### src/rtl/ppu_pkg.sv
// Shared PPU definitions: register indices, the sprite-DMA trigger address
// and the oam_dma FSM state type.
package ppu_pkg;

  localparam logic [2:0] PPUCTRL   = 3'd0;
  localparam logic [2:0] PPUMASK   = 3'd1;
  localparam logic [2:0] PPUSTATUS = 3'd2;
  localparam logic [2:0] OAMADDR   = 3'd3;
  localparam logic [2:0] OAMDATA   = 3'd4;
  localparam logic [2:0] PPUSCROLL = 3'd5;
  localparam logic [2:0] PPUADDR   = 3'd6;
  localparam logic [2:0] PPUDATA   = 3'd7;

  localparam logic [15:0] DMA_REG_ADDR = 16'h4014;

  typedef enum logic [2:0] {
    S_IDLE    = 3'd0,
    S_HALT    = 3'd1,
    S_READ    = 3'd2,
    S_CAPTURE = 3'd3,
    S_WRITE   = 3'd4,
    S_RELEASE = 3'd5,
    S_DONE    = 3'd6
  } oam_dma_state_t;

endpackage

### src/rtl/oam_dma_if.sv
// CPU, memory and PPU-register signals seen by the sprite DMA engine.
// master = the DMA engine, slave = the surrounding system.
interface oam_dma_if;

  logic [15:0] cpu_addr;
  logic [7:0]  cpu_wdata;
  logic        cpu_WE;
  logic        cpu_halt;
  logic        dma_active;
  logic [15:0] mem_addr;
  logic        mem_rd;
  logic [7:0]  mem_rdata;
  logic        ppu_cs_n;
  logic        ppu_WE;
  logic [2:0]  ppu_reg_addr;
  logic [7:0]  ppu_wdata;
  logic        done;

  modport master (
    input  cpu_addr, cpu_wdata, cpu_WE, mem_rdata,
    output cpu_halt, dma_active, mem_addr, mem_rd,
    output ppu_cs_n, ppu_WE, ppu_reg_addr, ppu_wdata, done
  );

  modport slave (
    output cpu_addr, cpu_wdata, cpu_WE, mem_rdata,
    input  cpu_halt, dma_active, mem_addr, mem_rd,
    input  ppu_cs_n, ppu_WE, ppu_reg_addr, ppu_wdata, done
  );

endinterface

### src/rtl/oam_dma.sv
// $4014 sprite DMA: copies CPU page $PP00-$PPFF into PPU OAMDATA, one byte
// every 4 cycles, while holding the CPU stalled.
module oam_dma
  import ppu_pkg::*;
#(
  parameter logic [15:0] DMA_REG_ADDR = ppu_pkg::DMA_REG_ADDR,
  parameter logic [2:0]  OAMDATA_REG  = OAMDATA,
  parameter int unsigned HALT_CYCLES  = 1
) (
  input  logic      clk,
  input  logic      reset,
  oam_dma_if.master bus
);

  localparam logic [7:0] HALT_LAST = 8'(HALT_CYCLES - 1);

  oam_dma_state_t state_r, state_nx_s;
  logic [7:0]  page_r, page_nx_s;
  logic [7:0]  idx_r, idx_nx_s;
  logic [7:0]  halt_cnt_r, halt_cnt_nx_s;
  logic        trig_q_r, trig_cond_s, trig_s, busy_nx_s;

  logic        cpu_halt_r, dma_active_r, mem_rd_r, ppu_cs_n_r, ppu_we_r, done_r;
  logic [15:0] mem_addr_r;
  logic [7:0]  ppu_wdata_r;

  assign bus.cpu_halt     = cpu_halt_r;
  assign bus.dma_active   = dma_active_r;
  assign bus.mem_addr     = mem_addr_r;
  assign bus.mem_rd       = mem_rd_r;
  assign bus.ppu_cs_n     = ppu_cs_n_r;
  assign bus.ppu_WE       = ppu_we_r;
  assign bus.ppu_reg_addr = OAMDATA_REG;
  assign bus.ppu_wdata    = ppu_wdata_r;
  assign bus.done         = done_r;

  // Trigger edge detect and next-state / counter logic.
  always_comb begin
    trig_cond_s   = bus.cpu_WE && (bus.cpu_addr == DMA_REG_ADDR);
    trig_s        = trig_cond_s && !trig_q_r;
    state_nx_s    = state_r;
    page_nx_s     = page_r;
    idx_nx_s      = idx_r;
    halt_cnt_nx_s = halt_cnt_r;
    case (state_r)
      S_IDLE: begin
        if (trig_s) begin
          page_nx_s     = bus.cpu_wdata;
          halt_cnt_nx_s = 8'd0;
          state_nx_s    = S_HALT;
        end else begin
          state_nx_s    = S_IDLE;
        end
      end
      S_HALT: begin
        if (halt_cnt_r == HALT_LAST) begin
          state_nx_s    = S_READ;
        end else begin
          halt_cnt_nx_s = halt_cnt_r + 8'd1;
        end
      end
      S_READ:    state_nx_s = S_CAPTURE;
      S_CAPTURE: state_nx_s = S_WRITE;
      S_WRITE:   state_nx_s = S_RELEASE;
      S_RELEASE: begin
        // idx stops at $FF so the transfer never spills into page+1
        if (idx_r == 8'hFF) begin
          state_nx_s = S_DONE;
        end else begin
          idx_nx_s   = idx_r + 8'd1;
          state_nx_s = S_READ;
        end
      end
      S_DONE: begin
        idx_nx_s   = 8'd0;
        state_nx_s = S_IDLE;
      end
      default: state_nx_s = S_IDLE;
    endcase
    busy_nx_s = (state_nx_s == S_HALT) || (state_nx_s == S_READ) ||
                (state_nx_s == S_CAPTURE) || (state_nx_s == S_WRITE) ||
                (state_nx_s == S_RELEASE);
  end

  // State, counters and outputs; outputs are decoded from the next state so
  // each one is valid for exactly the cycle its state is occupied.
  always_ff @(posedge clk) begin
    if (reset) begin
      state_r      <= S_IDLE;
      page_r       <= 8'd0;
      idx_r        <= 8'd0;
      halt_cnt_r   <= 8'd0;
      trig_q_r     <= 1'b0;
      cpu_halt_r   <= 1'b0;
      dma_active_r <= 1'b0;
      mem_addr_r   <= 16'd0;
      mem_rd_r     <= 1'b0;
      ppu_cs_n_r   <= 1'b1;
      ppu_we_r     <= 1'b0;
      ppu_wdata_r  <= 8'd0;
      done_r       <= 1'b0;
    end else begin
      state_r      <= state_nx_s;
      page_r       <= page_nx_s;
      idx_r        <= idx_nx_s;
      halt_cnt_r   <= halt_cnt_nx_s;
      trig_q_r     <= trig_cond_s;
      cpu_halt_r   <= busy_nx_s;
      dma_active_r <= busy_nx_s;
      mem_rd_r     <= (state_nx_s == S_READ);
      ppu_cs_n_r   <= (state_nx_s != S_WRITE);
      ppu_we_r     <= (state_nx_s == S_WRITE);
      done_r       <= (state_nx_s == S_DONE);
      if (state_nx_s == S_READ) begin
        mem_addr_r <= {page_nx_s, idx_nx_s};
      end else begin
        mem_addr_r <= mem_addr_r;
      end
      // mem_rdata is valid in the capture cycle; it is held for the write
      if (state_r == S_CAPTURE) begin
        ppu_wdata_r <= bus.mem_rdata;
      end else begin
        ppu_wdata_r <= ppu_wdata_r;
      end
    end
  end

endmodule

### src/flat_wrapper.sv
// flat-port wrapper written by rule: the top's interface ports become plain ports
module oam_dma_flat import ppu_pkg::*;
#(
  parameter logic [15:0] DMA_REG_ADDR = ppu_pkg::DMA_REG_ADDR,
  parameter logic [2:0]  OAMDATA_REG  = OAMDATA,
  parameter int unsigned HALT_CYCLES  = 1
)
  (clk, reset, bus_cpu_addr, bus_cpu_wdata, bus_cpu_WE, bus_mem_rdata, bus_cpu_halt, bus_dma_active, bus_mem_addr, bus_mem_rd, bus_ppu_cs_n, bus_ppu_WE, bus_ppu_reg_addr, bus_ppu_wdata, bus_done);
  oam_dma_if bus_i ();
  input  logic clk;
  input  logic reset;
  input wire logic [$bits(bus_i.cpu_addr)-1:0] bus_cpu_addr;
  input wire logic [$bits(bus_i.cpu_wdata)-1:0] bus_cpu_wdata;
  input wire logic [$bits(bus_i.cpu_WE)-1:0] bus_cpu_WE;
  input wire logic [$bits(bus_i.mem_rdata)-1:0] bus_mem_rdata;
  output wire logic [$bits(bus_i.cpu_halt)-1:0] bus_cpu_halt;
  output wire logic [$bits(bus_i.dma_active)-1:0] bus_dma_active;
  output wire logic [$bits(bus_i.mem_addr)-1:0] bus_mem_addr;
  output wire logic [$bits(bus_i.mem_rd)-1:0] bus_mem_rd;
  output wire logic [$bits(bus_i.ppu_cs_n)-1:0] bus_ppu_cs_n;
  output wire logic [$bits(bus_i.ppu_WE)-1:0] bus_ppu_WE;
  output wire logic [$bits(bus_i.ppu_reg_addr)-1:0] bus_ppu_reg_addr;
  output wire logic [$bits(bus_i.ppu_wdata)-1:0] bus_ppu_wdata;
  output wire logic [$bits(bus_i.done)-1:0] bus_done;
  assign bus_i.cpu_addr = bus_cpu_addr;
  assign bus_i.cpu_wdata = bus_cpu_wdata;
  assign bus_i.cpu_WE = bus_cpu_WE;
  assign bus_i.mem_rdata = bus_mem_rdata;
  assign bus_cpu_halt = bus_i.cpu_halt;
  assign bus_dma_active = bus_i.dma_active;
  assign bus_mem_addr = bus_i.mem_addr;
  assign bus_mem_rd = bus_i.mem_rd;
  assign bus_ppu_cs_n = bus_i.ppu_cs_n;
  assign bus_ppu_WE = bus_i.ppu_WE;
  assign bus_ppu_reg_addr = bus_i.ppu_reg_addr;
  assign bus_ppu_wdata = bus_i.ppu_wdata;
  assign bus_done = bus_i.done;
  oam_dma #(.DMA_REG_ADDR(DMA_REG_ADDR), .OAMDATA_REG(OAMDATA_REG), .HALT_CYCLES(HALT_CYCLES)) u_core (.clk(clk), .reset(reset), .bus(bus_i));
endmodule
### config.mk
export PLATFORM = sky130hd
export DESIGN_NAME = oam_dma_flat
export DESIGN_NICKNAME = d
export VERILOG_FILES = /design/src/rtl/ppu_pkg.sv /design/src/rtl/oam_dma_if.sv /design/src/rtl/oam_dma.sv /design/src/flat_wrapper.sv
export SDC_FILE = /design/constraint.sdc
export NUM_CORES = 1
export LEC_CHECK = 0
export CORE_AREA = 2 2 68 86
export CTS_BUF_LIST = sky130_fd_sc_hd__clkbuf_16
export DETAILED_ROUTE_END_ITERATION = 8
export DIE_AREA = 0 0 70 88
export PLACE_DENSITY_LB_ADDON = 0.05
export SLEW_MARGIN = 20
export SYNTH_ARGS = -nofsm -noshare
export SYNTH_HDL_FRONTEND = slang
export SYNTH_SLANG_ARGS = --single-unit
export TNS_END_PERCENT = 1
### constraint.sdc
create_clock -name clk -period 2.5 [get_ports clk]
set_input_delay 0.5 -clock clk [delete_from_list [all_inputs] [get_ports clk]]
set_output_delay 0.5 -clock clk [all_outputs]
set_load 0.01 [all_outputs]
==> impl_metrics.csv, run 1 <==
group,metric,value,unit
synth,synth_mux_area_frac,0.08767,
detailed_routing,dr.pass1.iters,4,
finish,final_common_cell,"clkdlybuf4s50_1",
power_and_ir_drop,p_comb_frac,0.037,
setup_path,regToRegStartpoint,"u_core.halt_cnt_r[0]",
grt,grt_pass1_vias,1985,
synth,synth_top_family_by_area,"simple AND/OR/NAND/NOR gates",
detailed_routing,first_iter_violations,87,
placed_design,placed_area,0.003107,mm²
cts,h-tree-depth,3,
timing,drv_slew,0,
timing,rsz0062_at_grt,"false",
setup_path,worstPathRequired,2710,ps
floorplan,fp.dieArea,0.006160,mm²
synth,synth_xor_area_frac,0.02166,
finish,fill_cells,483,
finish,regArea,0.001141,mm²
cts,cts_tree,"done",
synth,synth-simple-area-share,0.2739,
finish,area_growth,39.45,%
detailed_routing,wl_per_cell,13.10,µm
job,max_cap_viol_count,0,
cts,clk-insertion-delay-late,320,ps
placed_design,dp_hpwl,3495,µm
timing,hold_slack,451.6,ps
finish,finalNonFillerCells,398,
grt,use_met3,0.05984,
synth,seq_area_frac_synth,0.4703,
power_and_ir_drop,switching_share,0.1933,
floorplan,io_pins,68,
detailed_routing,routed_via_density,5.261,
detailed_routing,drt-total-wl,5214,µm
power_and_ir_drop,power_frac_clock,0.534,
grt,met2_usage,0.2900,
cts,cts.sinks,57,
timing,fin_crit,2017,ps
power_and_ir_drop,power_leakage,1.284,nW
grt,globalRoute.totalOverflow,0,
timing,tightest_slew,580.5,ps
grt,grt_pass1_wl,8590,µm
power_and_ir_drop,p_int,1.711,mW
finish,nets,368,
setup_path,slowest_delay,440,ps
synth,syn_area,0.002426,mm²
detailed_routing,drc,0,
grt,use_met1,0.2037,
floorplan,start_util,0.4552,
timing,fin_crit_sh,0.8067,
setup_path,critPathKind,"input port to flip-flop",
power_and_ir_drop,powerDensity,626.9,mW/mm²
timing,fmax,0.4958,GHz
synth,synth_compound_area_frac,0.07942,
grt,grt_busiest_layer,"met2",
placed_design,placed_cells,383,
cts,clk_pin_slew_worst_paths,50,ps
synth,synthCells,269,
synth,ys_ff_latch,57,
timing,finalHoldViolations,0,
setup_path,worst_setup_path_start_kind,"input port",
outcome,outcome,"completed",
power_and_ir_drop,ir_drop,0.0004282,V
setup_path,end_kind,"flip-flop",
min_path,hold_path_startpoint,"u_core.page_r[7]",
power_and_ir_drop,power,2.121,mW
setup_path,crit_fanout,16,
synth,yosys_warnings,0,
timing,slew-limit-headroom,0.6119,
detailed_routing,drtAntennaViolNets,0,
cts,cts_resized,0,
floorplan,core_area,0.005330,mm²
timing,skew,6.891,ps
cts,cts_buffer_depth,2,
setup_path,path_cells,"clkdlybuf4s50_1 > nor4b_4 > nand4_2 > nor4_4 > buf_12 > mux2i_1 > nor2_1",
cts,numCtsBuffers,9,
setup_path,cp.arrival,2220,ps
grt,track_usage,0.1784,
finish,layout_common_cells,"63 x clkdlybuf4s50_1, 57 x dfxtp_1, 36 x nor2_1",
placed_design,place.gp.congestion,0.7428,
cts,hold_buffers,0,
finish,stdcell_area,0.003383,mm²
floorplan,rows,30,
finish,antenna_cells,0,
setup_path,cpMaxStageDelayCell,"clkdlybuf4s50_1",
timing,setup_viol,0,
synth,syn_avg_cell_area,9.019,µm²
setup_path,cp-startpoint,"bus_cpu_addr[8]",
min_path,hold_path.class,"flip-flop to flip-flop",
detailed_routing,vias,2094,
finish,multi_input_area,0.001176,mm²
floorplan,die_w,70,µm
grt,grt_antenna_before_repair,0,
cts,cts_root_buffer,"clkbuf_16",
finish,drive_above_1_share,0.08084,
synth,ys_types,43,
timing,setup_tns,0,ps
power_and_ir_drop,p_seq_frac,0.429,
placed_design,port_buffers,64,
floorplan,fp.dieH,88,µm
cts,postCtsSetupBuffers,0,
grt,grt_max_degree,40,
synth,synth_adder_area_share,0.01547,
power_and_ir_drop,power.switching,409.9,µW
-- cell usage after synthesis, drive strengths merged --
cell type | count | share of area
dfxtp | 57 | 0.47
nor2 | 36 | 0.056
nand2 | 29 | 0.045
mux2i | 19 | 0.078
a21oi | 16 | 0.033
nor3 | 15 | 0.031
nand3 | 11 | 0.023
clkbuf | 10 | 0.015
buf | 9 | 0.025
xor2 | 6 | 0.022
inv | 5 | 0.0077
nand3b | 5 | 0.015
a211oi | 4 | 0.012
nor2b | 4 | 0.010
nor4 | 4 | 0.017
a31oi | 3 | 0.0077
ha | 3 | 0.015
nand2b | 3 | 0.0077
nand4 | 3 | 0.010
nor4b | 3 | 0.020
o21ai | 3 | 0.0062
a21o | 2 | 0.0062
and3 | 2 | 0.0052
conb | 2 | 0.0031
mux2 | 2 | 0.0093
nor3b | 2 | 0.0062
a211o | 1 | 0.0036
and3b | 1 | 0.0036
and4 | 1 | 0.0036
and4b | 1 | 0.0041
and4bb | 1 | 0.0052
nand4b | 1 | 0.0036
o31a | 1 | 0.0036
o31ai | 1 | 0.0031
o32ai | 1 | 0.0036
or2 | 1 | 0.0026
or4b | 1 | 0.0057
-- power by group through the flow --
stage               registers [mW]  clock network [mW]  logic (mW)
detailed placement           0.928                   0      0.0792
finish                       0.911                1.13      0.0785
global route                 0.909                1.19      0.0841
global placement             0.928                   0      0.0785
CTS                          0.910                1.16      0.0793
floorplan                    0.928                   0      0.0228
-- metal layers --
layer	vias up	wire (µm)
met5	-	0
met4	0	122
met3	10	333
met2	53	2461
met1	987	2297
li1	1044	-
-- cell families (layout without fill, tap and decap cells) --
group	Yosys count	in the layout
simple gates	124	124
flops	57	57
compound gates	32	32
buf+inv	24	88
mux	21	21
xor+xnor	6	6
fa+ha+maj	3	3
other cells	2	3
-- registers in the layout, indices dropped and copies added (netlist names) --
signal and flops:
u_core.state_r 3, u_core.bus.ppu_cs_n 1, u_core.bus.mem_rd 1, u_core.bus.ppu_wdata 8, u_core.bus.mem_addr 16, u_core.page_r 8, u_core.trig_q_r 1, u_core.bus.cpu_halt 1
u_core.bus.ppu_WE 1, u_core.halt_cnt_r 8, u_core.bus.done 1, u_core.idx_r 8
-- cell type report --
| type | instances | area share |
|---|---|---|
| Sequential cell | 57 | 0.3373 |
| Clock buffer | 9 | 0.06657 |
| Tap cell | 64 | 0.02367 |
| Timing Repair Buffer | 68 | 0.2041 |
| Clock inverter | 6 | 0.01516 |
| Inverter | 5 | 0.005547 |
| Multi-Input combinational cell | 189 | 0.3476 |
-- path summary, 6_finish.rpt --
path                                           endpoint  slack [ps]  cells past startpoint
worst min register to register  u_core.bus.mem_addr[15]         450                      2
worst max register to register   u_core.bus.mem_addr[1]         530                      8
worst max-delay path                   u_core.page_r[1]         480                      7
worst min-delay path            u_core.bus.mem_addr[15]         450                      2
-- critical path, delay by kind of cell --
family                 cells  cell delay (ps)
buffers and inverters      2              640
multiplexers               1              200
AND/OR/NAND/NOR            4              880
-- per-stage QoR --
| stage | setup slack (ps) | util |
|---|---|---|
| after CTS | 467.5 | 0.6347 |
| final | 483.2 | 0.6347 |
| after global routing | 343.5 | 0.6347 |
| after global placement | 177.5 | 0.5829 |
| after floorplan | 483.8 | - |
| after detailed placement | 136.1 | 0.5829 |
(Power assumes the default switching activity.)
==> run 2: changes to the inputs <==
Clock period 2.5 ns to 2 ns, I/O delays scaled along.
==> impl_metrics.csv, run 2 (synthesis results as in run 1) <==
group,metric,value,unit
outcome,outcome,"completed",
grt,grt_max_degree,33,
timing,rsz0062_at_grt,"true",
setup_path,cp.arrival,2070,ps
placed_design,place.gp.congestion,0.7385,
grt,grt_pass1_wl,8880,µm
timing,setup_tns,0,ps
cts,numCtsBuffers,9,
detailed_routing,drt-total-wl,5225,µm
setup_path,critPathKind,"input port to flip-flop",
timing,fin_crit,1861,ps
floorplan,fp.dieH,88,µm
finish,drive_above_1_share,0.1053,
job,max_cap_viol_count,0,
cts,cts.sinks,57,
cts,cts_buffer_depth,2,
grt,globalRoute.totalOverflow,0,
grt,track_usage,0.1824,
timing,finalHoldViolations,0,
grt,grt_pass1_vias,1976,
floorplan,fp.dieArea,0.006160,mm²
finish,finalNonFillerCells,406,
finish,antenna_cells,0,
placed_design,port_buffers,64,
cts,hold_buffers,0,
detailed_routing,dr.pass1.iters,4,
placed_design,placed_cells,391,
grt,grt_antenna_before_repair,0,
timing,skew,6.632,ps
min_path,hold_path_startpoint,"u_core.page_r[1]",
cts,cts_resized,0,
floorplan,rows,30,
cts,clk_pin_slew_worst_paths,50,ps
setup_path,regToRegStartpoint,"u_core.halt_cnt_r[0]",
setup_path,worst_setup_path_start_kind,"input port",
setup_path,end_kind,"flip-flop",
cts,cts_tree,"done",
finish,final_core_util,0.6526,
detailed_routing,vias,2073,
finish,layout_common_cells,"63 x clkdlybuf4s50_1, 57 x dfxtp_1, 36 x nor2_1",
detailed_routing,routed_via_density,5.106,
timing,drv_slew,0,
setup_path,cpMaxStageDelayCell,"clkdlybuf4s50_1",
timing,setup_ws,138.8,ps
setup_path,cp-startpoint,"bus_cpu_addr[8]",
cts,postCtsSetupBuffers,0,
cts,cts_root_buffer,"clkbuf_16",
detailed_routing,drc,0,
setup_path,slowest_delay,440,ps
floorplan,die_w,70,µm
finish,largest_register_ffs,16,
cts,clk-insertion-delay-late,320,ps
placed_design,dp_hpwl,3646,µm
power_and_ir_drop,power_leakage,1.333,nW
finish,stdcell_area,0.003478,mm²
placed_design,placed_area,0.003192,mm²
detailed_routing,first_iter_violations,99,
setup_path,crit_fanout,11,
finish,nets,376,
setup_path,worstPathRequired,2210,ps
finish,final_common_cell,"clkdlybuf4s50_1",
floorplan,core_area,0.005330,mm²
placed_design,place_ws,-213.9,ps
min_path,hold_path.class,"flip-flop to flip-flop",
finish,area_growth,43.37,%
finish,fill_cells,463,
floorplan,start_util,0.4552,
setup_path,path_cells,"clkdlybuf4s50_1 > nor4b_4 > nand4_2 > nor4_4 > buf_12 > mux2i_1 > nor2_1",
cts,h-tree-depth,3,
power_and_ir_drop,powerDensity,760.4,mW/mm²
detailed_routing,wl_per_cell,12.87,µm
timing,setup_viol,0,
timing,fin_crit_sh,0.9306,
detailed_routing,drtAntennaViolNets,0,
floorplan,io_pins,68,
power_and_ir_drop,ir_drop,0.0005505,V
timing,fmax,0.5373,GHz
[run 2: final cells by class]
| type | count | area, µm² | share of cell area |
|---|---|---|---|
| clock inverter | 6 | 51.30 | 0.01475 |
| multi-input combinational | 189 | 1186 | 0.3410 |
| inverter | 5 | 18.77 | 0.005396 |
| clock buffer | 9 | 225.2 | 0.06475 |
| sequential | 57 | 1141 | 0.3281 |
| timing repair buffer | 76 | 775.7 | 0.2230 |
| tap | 64 | 80.08 | 0.02302 |
[run 2: per-stage QoR]
step | hold WS, ps | total power, mW
after CTS | 453.7 | 2.678
final | 447.2 | 2.645
after floorplan | 431.2 | 1.189
after global routing | 476.6 | 2.735
after global placement | 445.4 | 1.259
after detailed placement | 443.4 | 1.259
[run 2: per-layer routing]
layer	global-route usage	vias to the layer above	share of wire
met5	0	-	0
met4	0.09441	0	0.019
met3	0.06214	8	0.061
met2	0.2970	47	0.49
met1	0.2146	955	0.43
li1	-	1063	-
[run 2: report_power, final]
group | internal, mW | switching [mW]
registers | 1.14 | 0.00000790
logic | 0.0665 | 0.0315
clock network | 0.934 | 0.474
[run 2: critical path: cells and delay by family]
| family | cells | cell delay (ps) |
|---|---|---|
| and+or+nand+nor | 4 | 850 |
| muxes | 1 | 190 |
| buffers and inverters | 2 | 620 |
[run 2: worst paths after layout]
| path | endpoint | slack (ps) | cells after the start |
|---|---|---|---|
| worst max-delay path | u_core.page_r[1] | 140 | 7 |
| worst min-delay path | u_core.bus.mem_addr[9] | 450 | 2 |
| worst max register to register | u_core.bus.mem_addr[1] | 180 | 8 |
| worst min register to register | u_core.bus.mem_addr[9] | 450 | 2 |
==> run 3: changes to the inputs <==
Settings changed: SKIP_CTS_REPAIR_TIMING set to 1.
==> results of run 3 <==
No change in the layout: final DEF, timing and power equal those of run 2.
